==> config.mk <==
export PLATFORM = sky130hd
export DESIGN_NAME = calc_seq_ctrl
export DESIGN_NICKNAME = d
export VERILOG_FILES = /design/src/rtl/calc_seq_ctrl.sv
export SDC_FILE = /design/constraint.sdc
export NUM_CORES = 1
export LEC_CHECK = 0
export ABC_AREA = 1
export ABC_CLOCK_PERIOD_IN_PS = 4600
export CAP_MARGIN = 10
export CORE_ASPECT_RATIO = 0.9
export CORE_MARGIN = 8
export CORE_UTILIZATION = 59
export DETAILED_ROUTE_END_ITERATION = 10
export PLACE_DENSITY = 0.82
export SLEW_MARGIN = 20
export SYNTH_ARGS = -nofsm -noshare
export SYNTH_HDL_FRONTEND = slang
export SYNTH_SLANG_ARGS = --single-unit
==> constraint.sdc <==
create_clock -name clk -period 4.6 [get_ports clk]
set_clock_uncertainty 0.05 [all_clocks]
set_input_delay 0.92 -clock clk [delete_from_list [all_inputs] [get_ports clk]]
set_output_delay 0.92 -clock clk [all_outputs]
set_load 0.05 [all_outputs]
==> src/rtl/calc_seq_ctrl.sv <==
// rtl/calc_seq_ctrl.sv - keypad-driven sequencer for the calculator datapath
module calc_seq_ctrl #(
    parameter int N       = 8,
    parameter int TIMEOUT = 16
) (
    input  logic         clk,
    input  logic         rst,
    input  logic         key_valid,
    input  logic [1:0]   key_type,
    input  logic [3:0]   key_val,
    output logic [N-1:0] operand,
    output logic         ld_a,
    output logic         ld_b,
    output logic [1:0]   op_sel,
    output logic         alu_start,
    input  logic         alu_done,
    input  logic         alu_err,
    output logic         ld_res,
    output logic         clr_regs,
    output logic [1:0]   disp_sel,
    output logic         busy,
    output logic         err
);

    localparam int CW = $clog2(TIMEOUT + 1);

    typedef enum logic [2:0] {
        S_IDLE,
        S_ENTER_A,
        S_LOAD_A,
        S_ENTER_B,
        S_LOAD_B,
        S_EXEC,
        S_SHOW,
        S_ERROR
    } state_t;

    state_t        state;
    logic [CW-1:0] tcount;
    logic          b_dig;

    logic [N+3:0]  acc_next;
    logic          digit_ok;
    logic          digit_fits;
    logic          is_clear;
    logic          is_digit;
    logic          is_op;
    logic          is_eq;

    // Key decode and the widened operand*10+d candidate; clear bypasses busy
    always_comb begin
        acc_next   = ({4'b0000, operand} << 3) + ({4'b0000, operand} << 1)
                   + {{N{1'b0}}, key_val};
        digit_ok   = (key_val <= 4'd9);
        digit_fits = digit_ok && (acc_next[N+3:N] == 4'b0000);
        is_clear   = key_valid && (key_type == 2'd3);
        is_digit   = key_valid && !busy && (key_type == 2'd0);
        is_op      = key_valid && !busy && (key_type == 2'd1);
        is_eq      = key_valid && !busy && (key_type == 2'd2);
    end

    // Sequencer: every output is registered and pulses default low each cycle
    always_ff @(posedge clk or posedge rst) begin
        if (rst) begin
            state     <= S_IDLE;
            operand   <= '0;
            op_sel    <= 2'd0;
            disp_sel  <= 2'd0;
            ld_a      <= 1'b0;
            ld_b      <= 1'b0;
            alu_start <= 1'b0;
            ld_res    <= 1'b0;
            clr_regs  <= 1'b0;
            busy      <= 1'b0;
            err       <= 1'b0;
            tcount    <= '0;
            b_dig     <= 1'b0;
        end else begin
            ld_a      <= 1'b0;
            ld_b      <= 1'b0;
            alu_start <= 1'b0;
            ld_res    <= 1'b0;
            clr_regs  <= 1'b0;
            busy      <= 1'b0;
            if (is_clear) begin
                // Clear wins over everything, including a same-cycle alu_done
                clr_regs <= 1'b1;
                busy     <= 1'b1;
                operand  <= '0;
                op_sel   <= 2'd0;
                disp_sel <= 2'd0;
                err      <= 1'b0;
                tcount   <= '0;
                b_dig    <= 1'b0;
                state    <= S_IDLE;
            end else begin
                case (state)
                    S_IDLE: begin
                        if (is_digit && digit_ok) begin
                            operand <= N'(key_val);
                            state   <= S_ENTER_A;
                        end else if (is_op) begin
                            operand <= '0;
                            op_sel  <= key_val[1:0];
                            ld_a    <= 1'b1;
                            busy    <= 1'b1;
                            state   <= S_LOAD_A;
                        end
                    end
                    S_ENTER_A: begin
                        if (is_digit && digit_fits) begin
                            operand <= acc_next[N-1:0];
                        end else if (is_op) begin
                            op_sel <= key_val[1:0];
                            ld_a   <= 1'b1;
                            busy   <= 1'b1;
                            state  <= S_LOAD_A;
                        end
                    end
                    S_LOAD_A: begin
                        // operand was held through the ld_a cycle; now start B fresh
                        operand <= '0;
                        b_dig   <= 1'b0;
                        state   <= S_ENTER_B;
                    end
                    S_ENTER_B: begin
                        if (is_digit && digit_ok) begin
                            b_dig <= 1'b1;
                            if (digit_fits) begin
                                operand <= acc_next[N-1:0];
                            end
                        end else if (is_op && !b_dig) begin
                            op_sel <= key_val[1:0];
                        end else if (is_eq) begin
                            ld_b  <= 1'b1;
                            busy  <= 1'b1;
                            state <= S_LOAD_B;
                        end
                    end
                    S_LOAD_B: begin
                        alu_start <= 1'b1;
                        busy      <= 1'b1;
                        tcount    <= '0;
                        state     <= S_EXEC;
                    end
                    S_EXEC: begin
                        busy <= 1'b1;
                        if (alu_done && !alu_err) begin
                            ld_res   <= 1'b1;
                            disp_sel <= 2'd1;
                            state    <= S_SHOW;
                        end else if (alu_done || (tcount == CW'(TIMEOUT - 1))) begin
                            busy     <= 1'b0;
                            err      <= 1'b1;
                            disp_sel <= 2'd2;
                            state    <= S_ERROR;
                        end else begin
                            tcount <= tcount + CW'(1);
                        end
                    end
                    S_SHOW: begin
                        if (is_digit && digit_ok) begin
                            operand  <= N'(key_val);
                            disp_sel <= 2'd0;
                            state    <= S_ENTER_A;
                        end
                    end
                    default: begin
                        // Error holds until a clear key arrives
                        state <= S_ERROR;
                    end
                endcase
            end
        end
    end

endmodule

==> flow_summary.yaml <==
outcome:
  status: "finished, final reports clean"
logic_synthesis:
  yosysMostFrequentCell: "nand2_1"
  synth_warnings: 0
  synth-main-ff-cell: "dfrtp_1"
  synth_area_leader_cell: "dfrtp_1"
  synth_top_cells_by_count: "nand2_1 (74), inv_1 (49), nor2_1 (29)"
  ys_types: 37
  synthesis.area_sq_mm: 0.00217
  synth_edf_count: 0
  avgSynthCellArea_sq_um: 7.22
  syn-num-nets: 330
  seq_area_frac_synth_pct: 32.3
  yosysTopAreaCellShare_pct: 32.3
  netlist_instances: 300
  synth-async-reset-ratio_pct: 100
  ys_ff_latch: 28
  netlist_top_cells_area: "dfrtp_1 (32%), nand2_1 (13%), ha_1 (9.8%)"
finish:
  antenna_cells: 0
  post-route-util_pct: 70.7
  nets: 362
  syn2layout_area_growth_pct: 18.3
  n_fill_cell: 307
  multi_input_area_sq_mm: 0.00122
  final-seq-area_sq_um: 701
  layout-drive-gt1-share_pct: 10.3
floorplanning:
  io_pins: 30
  num_rows: 21
  fp.dieW_um: 79.9
  coreArea_sq_mm: 0.00363
  die_h_um: 73.5
  dieArea_sq_mm: 0.00587
  start_util_pct: 59.8
worst_setup_path:
  cp_slowest_cell: "fa_1"
  regToRegStartpoint: "operand[0]$_DFFE_PP0P_"
  cp_data_arrival_time_ns: 3.66
  cp_cell_sequence: "clkdlybuf4s50_1, inv_1, fa_1, fa_1, inv_1, nand2_1, nand2_1, nand3_1, nand3_1, nand2_1, nor2_2, nand3_1, nand2_2, nand3_4, nand2_1, nand2_1"
  ff2ff_setup_slack_ns: 1.78
  worst_ep_required_time_ns: 4.73
  worstSetupPathType: "input pin to register"
  crit_fanout: 9
  slowest_delay_ns: 0.52
  r2r_cells: 15
  cpMostUsedCell: "nand2_1"
  endpoint_kind: "register"
  r2r_end: "operand[4]$_DFFE_PP0P_"
  critPathLaunchType: "input pin"
clock_tree:
  cts.sinks: 28
  clk-insertion-delay-late_ns: 0.28
  clock_path_buffers: 2
  post-cts-setup-buffer-count: 0
  cts_resized: 0
  post_cts_hold_buffer_count: 0
  cts_tree: "yes"
  cts_root_buffer: "clkbuf_8"
  clk_pin_slew_ns: 0.10
  numCtsBuffers: 3
  htree_levels: 1
drt:
  dr.first_iter.drc_count: 150
  ant_nets: 0
  dr_total_vias: 2036
  wl_per_cell_um: 13.2
  first_pass_iters: 5
  wirelength_mm: 4.96
  via_per_inst: 5.40
  drcViolationCount: 0
timing:
  holdWs_ns: 0.457
  fmax_mhz: 283
  finalSetupTns_ns: 0
  finalCritPeriodShare_pct: 76.8
  slew_viol_final: 0
  min_period_ns: 3.53
  tightest_slew_ns: 0.558
  setup_viol: 0
  rsz0062_at_grt: "no"
  finalHoldViolCount: 0
  slew_headroom_pct: 62.8
global_route:
  antenna_found_initial: 0
  grt_usage_pct: 17.9
  grt_pass1_wl_mm: 8.51
  overflow: 0
  grt_pass1_vias: 1825
  grt_max_degree: 29
min_path:
  hold_class: "register to register"
  whs_path_depth: 1
  hp-start: "op_sel[0]$_DFFE_PP0P_"
  worstHoldEndpoint: "op_sel[0]$_DFFE_PP0P_"
placed_design:
  place_congestion: 0.920
  dpl.hpwl_mm: 3.97
  io_buffers: 29
pwr:
  p_per_area_mw_per_mm2: 668
  p_leak_nw: 1.33
  finalPower_mw: 1.71
  ir_drop_mv: 0.419
job:
  cap_violations: 0
## per-stage QoR
step	instances	worst slack, ns	area [sq um]
6_report	377	1.07	2560
2_1_floorplan	300	1.51	2170
4_1_cts	377	1.07	2560
5_1_grt	377	0.792	2560
3_5_place_dp	373	0.777	2490
3_3_place_gp	373	0.861	2490
## critical path, delay by kind of cell
| family | cells | cell delay, ns |
|---|---|---|
| AND/OR/NAND/NOR | 11 | 1.14 |
| adder cells (fa/ha/maj) | 2 | 0.98 |
| buffers and inverters | 3 | 0.63 |
## cells by family (layout without fill, tap and decap cells)
logic type / after synthesis / in the layout / synth area share (%)
xor+xnor: 3 / 3 / 1.21
flops: 28 / 28 / 32.3
buf+inv: 60 / 91 / 11.3
compound gates: 38 / 38 / 11.3
fa+ha+maj: 19 / 19 / 11.7
simple gates: 152 / 152 / 32.2
## state kept, by name, summed over array words and instances (netlist names), 2 cells and up
register  count
disp_sel      2
op_sel        2
operand       8
state         3
tcount        5
## cells in the final DEF, fill, tap and decap left out, drive strengths merged, types with 8 or more instances in the layout
| master | n |
|---|---|
| nand2 | 77 |
| ha | 17 |
| inv | 56 |
| nand3 | 25 |
| dfrtp | 28 |
| a21oi | 12 |
| nor2 | 37 |
| clkdlybuf4s50 | 29 |
| o21ai | 14 |
| nor3 | 8 |
## layer usage
layer	track usage (%)	up-vias	wire length, um
li1	-	1021	-
met1	24.7	942	2340
met2	29.3	69	2240
met3	3.06	4	377
met4	1.81	0	5
met5	0	-	0
## area by class of cell
cell class              count  share of cell area, %
multi-input cells         212                   47.6
flip-flops and latches     28                   27.3
repair buffers             29                   11.3
inverters                  58                   8.69
well taps                  46                   2.24
clock buffers               3                   1.61
clock inverters             1                   1.17
## worst max path at each step
stage                     slack, ns                endpoint  depth (start not counted)        from
after detailed placement       0.78  operand[4]$_DFFE_PP0P_                         16  key_val[3]
after CTS                      1.07  operand[2]$_DFFE_PP0P_                         16  key_val[3]
after global routing           0.79  operand[6]$_DFFE_PP0P_                         16  key_val[3]
final                          1.07  operand[4]$_DFFE_PP0P_                         16  key_val[3]
after global placement         0.86  operand[7]$_DFFE_PP0P_                         16  key_val[3]
after floorplan                1.51  operand[7]$_DFFE_PP0P_                         15  key_val[3]
## where the power goes
| group | internal [mW] | leakage (nW) | switching [mW] |
|---|---|---|---|
| sequential | 0.327 | 0.367 | 0.0856 |
| clock | 0.117 | 0.0357 | 0.0796 |
| combinational | 0.377 | 0.927 | 0.726 |
| total | 0.821 | 1.33 | 0.891 |
No activity file was read; power rests on OpenSTA's default activity.
==> variant 1, RTL diff (config.mk and constraints unchanged) <==
Add an input register stage for `key_valid`, `key_type`, `key_val`, `alu_done` and `alu_err`, with the module's reset; this delays them by one clock. Comments in the files are not updated.
--- a/src/rtl/calc_seq_ctrl.sv
+++ b/src/rtl/calc_seq_ctrl.sv
@@ -36,4 +36,26 @@
     } state_t;
 
+    logic key_valid_q;
+    logic [1:0] key_type_q;
+    logic [3:0] key_val_q;
+    logic alu_done_q;
+    logic alu_err_q;
+
+    always_ff @(posedge clk or posedge rst) begin
+        if (rst) begin
+            key_valid_q <= '0;
+            key_type_q  <= '0;
+            key_val_q   <= '0;
+            alu_done_q  <= '0;
+            alu_err_q   <= '0;
+        end else begin
+            key_valid_q <= key_valid;
+            key_type_q  <= key_type;
+            key_val_q   <= key_val;
+            alu_done_q  <= alu_done;
+            alu_err_q   <= alu_err;
+        end
+    end
+
     state_t        state;
     logic [CW-1:0] tcount;
@@ -51,11 +73,11 @@
     always_comb begin
         acc_next   = ({4'b0000, operand} << 3) + ({4'b0000, operand} << 1)
-                   + {{N{1'b0}}, key_val};
-        digit_ok   = (key_val <= 4'd9);
+                   + {{N{1'b0}}, key_val_q};
+        digit_ok   = (key_val_q <= 4'd9);
         digit_fits = digit_ok && (acc_next[N+3:N] == 4'b0000);
-        is_clear   = key_valid && (key_type == 2'd3);
-        is_digit   = key_valid && !busy && (key_type == 2'd0);
-        is_op      = key_valid && !busy && (key_type == 2'd1);
-        is_eq      = key_valid && !busy && (key_type == 2'd2);
+        is_clear   = key_valid_q && (key_type_q == 2'd3);
+        is_digit   = key_valid_q && !busy && (key_type_q == 2'd0);
+        is_op      = key_valid_q && !busy && (key_type_q == 2'd1);
+        is_eq      = key_valid_q && !busy && (key_type_q == 2'd2);
     end
 
@@ -98,9 +120,9 @@
                     S_IDLE: begin
                         if (is_digit && digit_ok) begin
-                            operand <= N'(key_val);
+                            operand <= N'(key_val_q);
                             state   <= S_ENTER_A;
                         end else if (is_op) begin
                             operand <= '0;
-                            op_sel  <= key_val[1:0];
+                            op_sel  <= key_val_q[1:0];
                             ld_a    <= 1'b1;
                             busy    <= 1'b1;
@@ -112,5 +134,5 @@
                             operand <= acc_next[N-1:0];
                         end else if (is_op) begin
-                            op_sel <= key_val[1:0];
+                            op_sel <= key_val_q[1:0];
                             ld_a   <= 1'b1;
                             busy   <= 1'b1;
@@ -131,5 +153,5 @@
                             end
                         end else if (is_op && !b_dig) begin
-                            op_sel <= key_val[1:0];
+                            op_sel <= key_val_q[1:0];
                         end else if (is_eq) begin
                             ld_b  <= 1'b1;
@@ -146,9 +168,9 @@
                     S_EXEC: begin
                         busy <= 1'b1;
-                        if (alu_done && !alu_err) begin
+                        if (alu_done_q && !alu_err_q) begin
                             ld_res   <= 1'b1;
                             disp_sel <= 2'd1;
                             state    <= S_SHOW;
-                        end else if (alu_done || (tcount == CW'(TIMEOUT - 1))) begin
+                        end else if (alu_done_q || (tcount == CW'(TIMEOUT - 1))) begin
                             busy     <= 1'b0;
                             err      <= 1'b1;
@@ -161,5 +183,5 @@
                     S_SHOW: begin
                         if (is_digit && digit_ok) begin
-                            operand  <= N'(key_val);
+                            operand  <= N'(key_val_q);
                             disp_sel <= 2'd0;
                             state    <= S_ENTER_A;
Check against the original RTL: not equivalent (Yosys sat finds a counterexample within 4 cycles, from zero or initial values and one cycle with rst high).
==> variant 1 against the original RTL <==
Sequential power rose by 23%; maximum frequency rose by 23%; area after synthesis rose by 8.3%; die area rose by 6.5%; worst setup slack improved by 0.65 ns; sequential cell count rose by 9; wire length rose by 3.3%; power rose by 7.0%; worst hold slack improved by 0.014 ns; register-to-register slack got worse by 0.06 ns; design area rose by 8.6%; critical path type is now reg -> reg.
==> variant 1: results (changes against the original RTL) <==
Status
  – Status: finished, final reports clean

Drt
  – Via count: 2043 (+0.34%)
  – DRT Wirelength: 5130 um (+3.3%)
  – Met2 Wirelength: 2250 um (+0.45%)
  – DRT Pass-1 Iters: 4 (-1)
  – Metal3 WL: 409 um (+8.5%)
  – Post-Route M1 WL: 2420 um (+3.6%)
  – 1st-iter DRT viols: 183 (+22%)

Yosys
  – Top cells by count, synth: 71 x nand2_1, 45 x inv_1, 37 x dfrtp_1, 31 x nor2_1, 23 x nand3_1
  – Net count after synthesis: 332 (+0.61%)
  – Synth area leaders: dfrtp_1 39%, nand2_1 11%, ha_1 9.1%
  – Sequential share of the synthesized area: 39.5% (+7.1 points)
  – Cell variety after synth: 36 (-2.7%)
  – Post-synth ARST share: 100% (unchanged)
  – Yosys Warn Count: 0 (unchanged)
  – Synth Instances: 302 (+0.67%)

Layout
  – Largest regs: operand: 8 flops, tcount: 5 flops, key_val_q: 4 flops
  – # nets final: 368 (+1.7%)
  – Non-Filler Instances: 385 (+2.1%)
  – Share of layout cells above drive strength 1: 10.6% (+0.35 points)
  – N_diodes: 0 (unchanged)

Place
  – GPL Wtd Cong: 0.927 (+0.79%)
  – Buffers on Ports: 29 (unchanged)
  – DP HPWL: 4090 um (+3.1%)
  – Inst Count DP: 377 (+1.1%)
  – Placed cell areas: 2700 um2 (+8.3%)

Worst setup path
  – CP arrival: 3.00 ns (-0.66 ns)
  – Top Family by Delay on Critical Path: simple AND/OR/NAND/NOR gates
  – R2R Setup Slk: 1.72 ns (-0.06 ns)
  – Worst-path cell with the longest stage delay: fa_1

Global routing
  – Largest net degree at the start of global routing: 30 (+3.4%)
  – Initial antenna violation count: 0 (unchanged)
  – All-Layer GR Usage: 18.2% (+0.28 points)
  – First-pass GRT wire length: 8800 um (+3.4%)

Power
  – Maximum vdd drop: 0.449 mV (+7.3%)
  – Internal power: 0.892 mW (+8.6%)
  – Leak Pwr: 1.45 nW (+9.0%)

Clocking
  – Worst-skew pair later-pin latency: 0.29 ns
  – Clock root cell: clkbuf_8
  – Max clock buf depth: 2 (unchanged)
  – CTS buffer count: 5 (+2)
  – CTS clk-pin slew, worst paths: 0.07 ns (-0.03 ns)
  – H-tree levels: 2 (+1)
  – Post-CTS sizing: 0 (unchanged)

STA
  – Hold Slack: 0.471 ns (+0.0138 ns)
  – Slew margin rel.: 62.6% (-0.12 points)
[variant 1: final cells by class]
cell class / instances / area (um2)
inverter: 52 / 196
clock buffer: 5 / 68.8
timing repair buffer: 31 / 305
tap: 46 / 57.6
clock inverter: 3 / 17.5
sequential: 37 / 926
fill: 292 / 972
multi-input combinational: 211 / 1210
[variant 1: cell families (layout without fill, tap and decap cells)]
kind of cell,Yosys count,after routing,share of synthesized area (%)
fa+ha+maj,19,19,10.8
buf+inv,54,91,8.80
flops,37,37,39.5
compound gates,38,38,9.92
xor+xnor,4,4,1.49
simple gates,150,150,29.5
[variant 1: through the flow]
step | setup slack (ns) | total power, mW | utilization, %
5_1_grt | 1.47 | 1.97 | 74.1
3_5_place_dp | 1.75 | 1.61 | 71.8
2_1_floorplan | 1.70 | 1.31 | -
6_report | 1.72 | 1.83 | 74.1
4_1_cts | 1.72 | 1.83 | 74.1
3_3_place_gp | 1.83 | 1.59 | 71.8
[variant 1: final timing paths]
kind	startpoint	to	depth (start not counted)
max	operand[0]$_DFFE_PP0P_	operand[5]$_DFFE_PP0P_	15
min	op_sel[1]$_DFFE_PP0P_	op_sel[1]$_DFFE_PP0P_	2
max reg2reg	operand[0]$_DFFE_PP0P_	operand[5]$_DFFE_PP0P_	15
min reg2reg	op_sel[1]$_DFFE_PP0P_	op_sel[1]$_DFFE_PP0P_	2
max in group asynchronous	rst	operand[5]$_DFFE_PP0P_	3
min in group asynchronous	rst	alu_done_q$_DFF_PP0_	2
[variant 1: routing by layer]
layer | track usage (%) | up-vias
met3 | 5.07 | 4
met5 | 0 | -
met2 | 27.0 | 78
met1 | 24.7 | 917
li1 | - | 1044
met4 | 6.23 | 0
[variant 1: power groups by stage]
stage	logic [mW]	registers, mW	clock network, mW
3_5_place_dp	1.10	0.510	0
5_1_grt	1.22	0.519	0.232
2_1_floorplan	0.637	0.678	0
4_1_cts	1.11	0.504	0.221
6_report	1.11	0.506	0.215
3_3_place_gp	1.08	0.507	0
[variant 1: worst register-to-register path, delay by kind of cell, from the launching register on]
kind	cells	cell delay, ns
fa+ha+maj	2	0.98
buf+inv	2	0.14
flops	1	0.40
simple gates	11	1.19
==> variant 2, RTL diff (same flow settings) <==
Without the edit above. `TIMEOUT`: 16 -> 32.
--- a/src/rtl/calc_seq_ctrl.sv
+++ b/src/rtl/calc_seq_ctrl.sv
@@ -2,5 +2,5 @@
 module calc_seq_ctrl #(
     parameter int N       = 8,
-    parameter int TIMEOUT = 16
+    parameter int TIMEOUT = 32
 ) (
     input  logic         clk,
Check against the original RTL: no difference found for any inputs over 10 cycles, from zero or initial values and one cycle with rst high; that may be too few to reach the edited logic, so the function may still have changed.
==> variant 2 against the original RTL <==
Power about the same; count of clock-buffer cells in the layout up 4; maximum frequency down 0.62%; sequential cell count is 1 higher; global-route usage up 1.1 points; wire length up 3.1%; worst setup slack got worse by 0.022 ns; critical path depth stayed put; design area is 2.3% higher; clock power is 6% higher; via count is 1.0% lower; area after synthesis is 1.9% higher; critical path type unchanged.
==> variant 2: results (changes against the original RTL) <==
Drt
  – DRT Pass-1 Iters: 4 (-1)
  – 1st-iter DRT viols: 214 (+43%)
  – DRT Wirelength: 5120 um (+3.1%)
  – Vias/cell: 5.32 (-1.6%)
  – Routed len/inst: 13.5 um (+2.6%)

Place
  – GPL Wtd Cong: 0.900 (-2.2%)
  – Inst Count DP: 372 (-0.27%)
  – Pre-CTS WS: 0.775 ns (-0.00179 ns)
  – DP HPWL: 4010 um (+1.2%)

Clocking
  – H-tree levels: 2 (+1)
  – CTS clk-pin slew, worst paths: 0.06 ns (-0.04 ns)
  – CTS buffer count: 5 (+2)

Yosys
  – Synth area leaders: dfrtp_1 33%, nand2_1 14%, ha_1 9.1%
  – Synth Area in XOR/XNOR: 1.19% (-0.023 points)
  – Syn_area_per_cell: 7.36 um2 (+1.9%)
  – Sequential share of the synthesized area: 32.9% (+0.53 points)

Layout
  – Share of layout cells above drive strength 1: 10.5% (+0.24 points)
  – Layout fillers: 288 (-6.2%)

STA
  – Final period util: 77.2% (+0.48 points)

Min path
  – Hold path depth: 2 (+1)
  – Hold Path End: op_sel[1]$_DFFE_PP0P_

Global routing
  – Vias in the first global route: 1977 (+8.3%)
  – First-pass GRT wire length: 9030 um (+6.1%)
  – All-Layer GR Usage: 19.0% (+1.1 points)

Worst setup path
  – CP arrival: 3.67 ns (about the same)

Power
  – Maximum vdd drop: 0.413 mV (-1.4%)
  – Leak Pwr: 1.36 nW (+2.6%)

Status
  – Status: finished, final reports clean
==> variant 2: critical path: stages <==
cell	delay, ns
clkdlybuf4s50_1	0.50
inv_1	0.09
fa_1	0.53
fa_1	0.46
inv_1	0.06
nand2_1	0.06
nand2_1	0.11
nand3_1	0.11
nand3_1	0.10
nand2_1	0.06
nor2_2	0.12
nand3_1	0.13
nand2_4	0.15
nand3_4	0.14
nand2_1	0.09
nand2_1	0.06
==> variant 2: power by group <==
part,internal [mW],leakage [nW],switching (mW)
clock,0.118,0.0443,0.0896
sequential,0.338,0.386,0.0890
combinational,0.369,0.934,0.708
==> variant 2: logic make-up (layout without fill, tap and decap cells) <==
kind of cell               after synthesis  in the layout
adders and majority gates               18             18
xor gates and xnor gates                 3              3
and+or+nand+nor                        169            169
DFF                                     29             29
AOI/OAI and AO/OA                       32             32
buffers and inverters                   49             82
==> variant 2: metal layers <==
layer / up-vias / global-route usage [%] / part of all wire, %
met5: - / 0 / 0
met4: 0 / 5.65 / 1.1
met3: 8 / 4.35 / 6.1
met2: 60 / 28.7 / 46
met1: 919 / 26.2 / 47
li1: 1028 / - / -
==> variant 2: stage by stage <==
step | utilization, % | hold slack (ns)
after floorplan | - | 0.441
after global placement | 69.4 | 0.426
after detailed placement | 69.4 | 0.432
after CTS | 71.8 | 0.450
after global routing | 71.8 | 0.494
final | 71.8 | 0.444
==> variant 2: area by class of cell <==
class | instances | area [um2] | share of cell area, %
flip-flops and latches | 29 | 726 | 27.7
inverters | 46 | 173 | 6.58
clock buffers | 7 | 86.3 | 3.29
repair buffers | 29 | 290 | 11.1
multi-input cells | 222 | 1290 | 49.2
well taps | 46 | 57.6 | 2.19
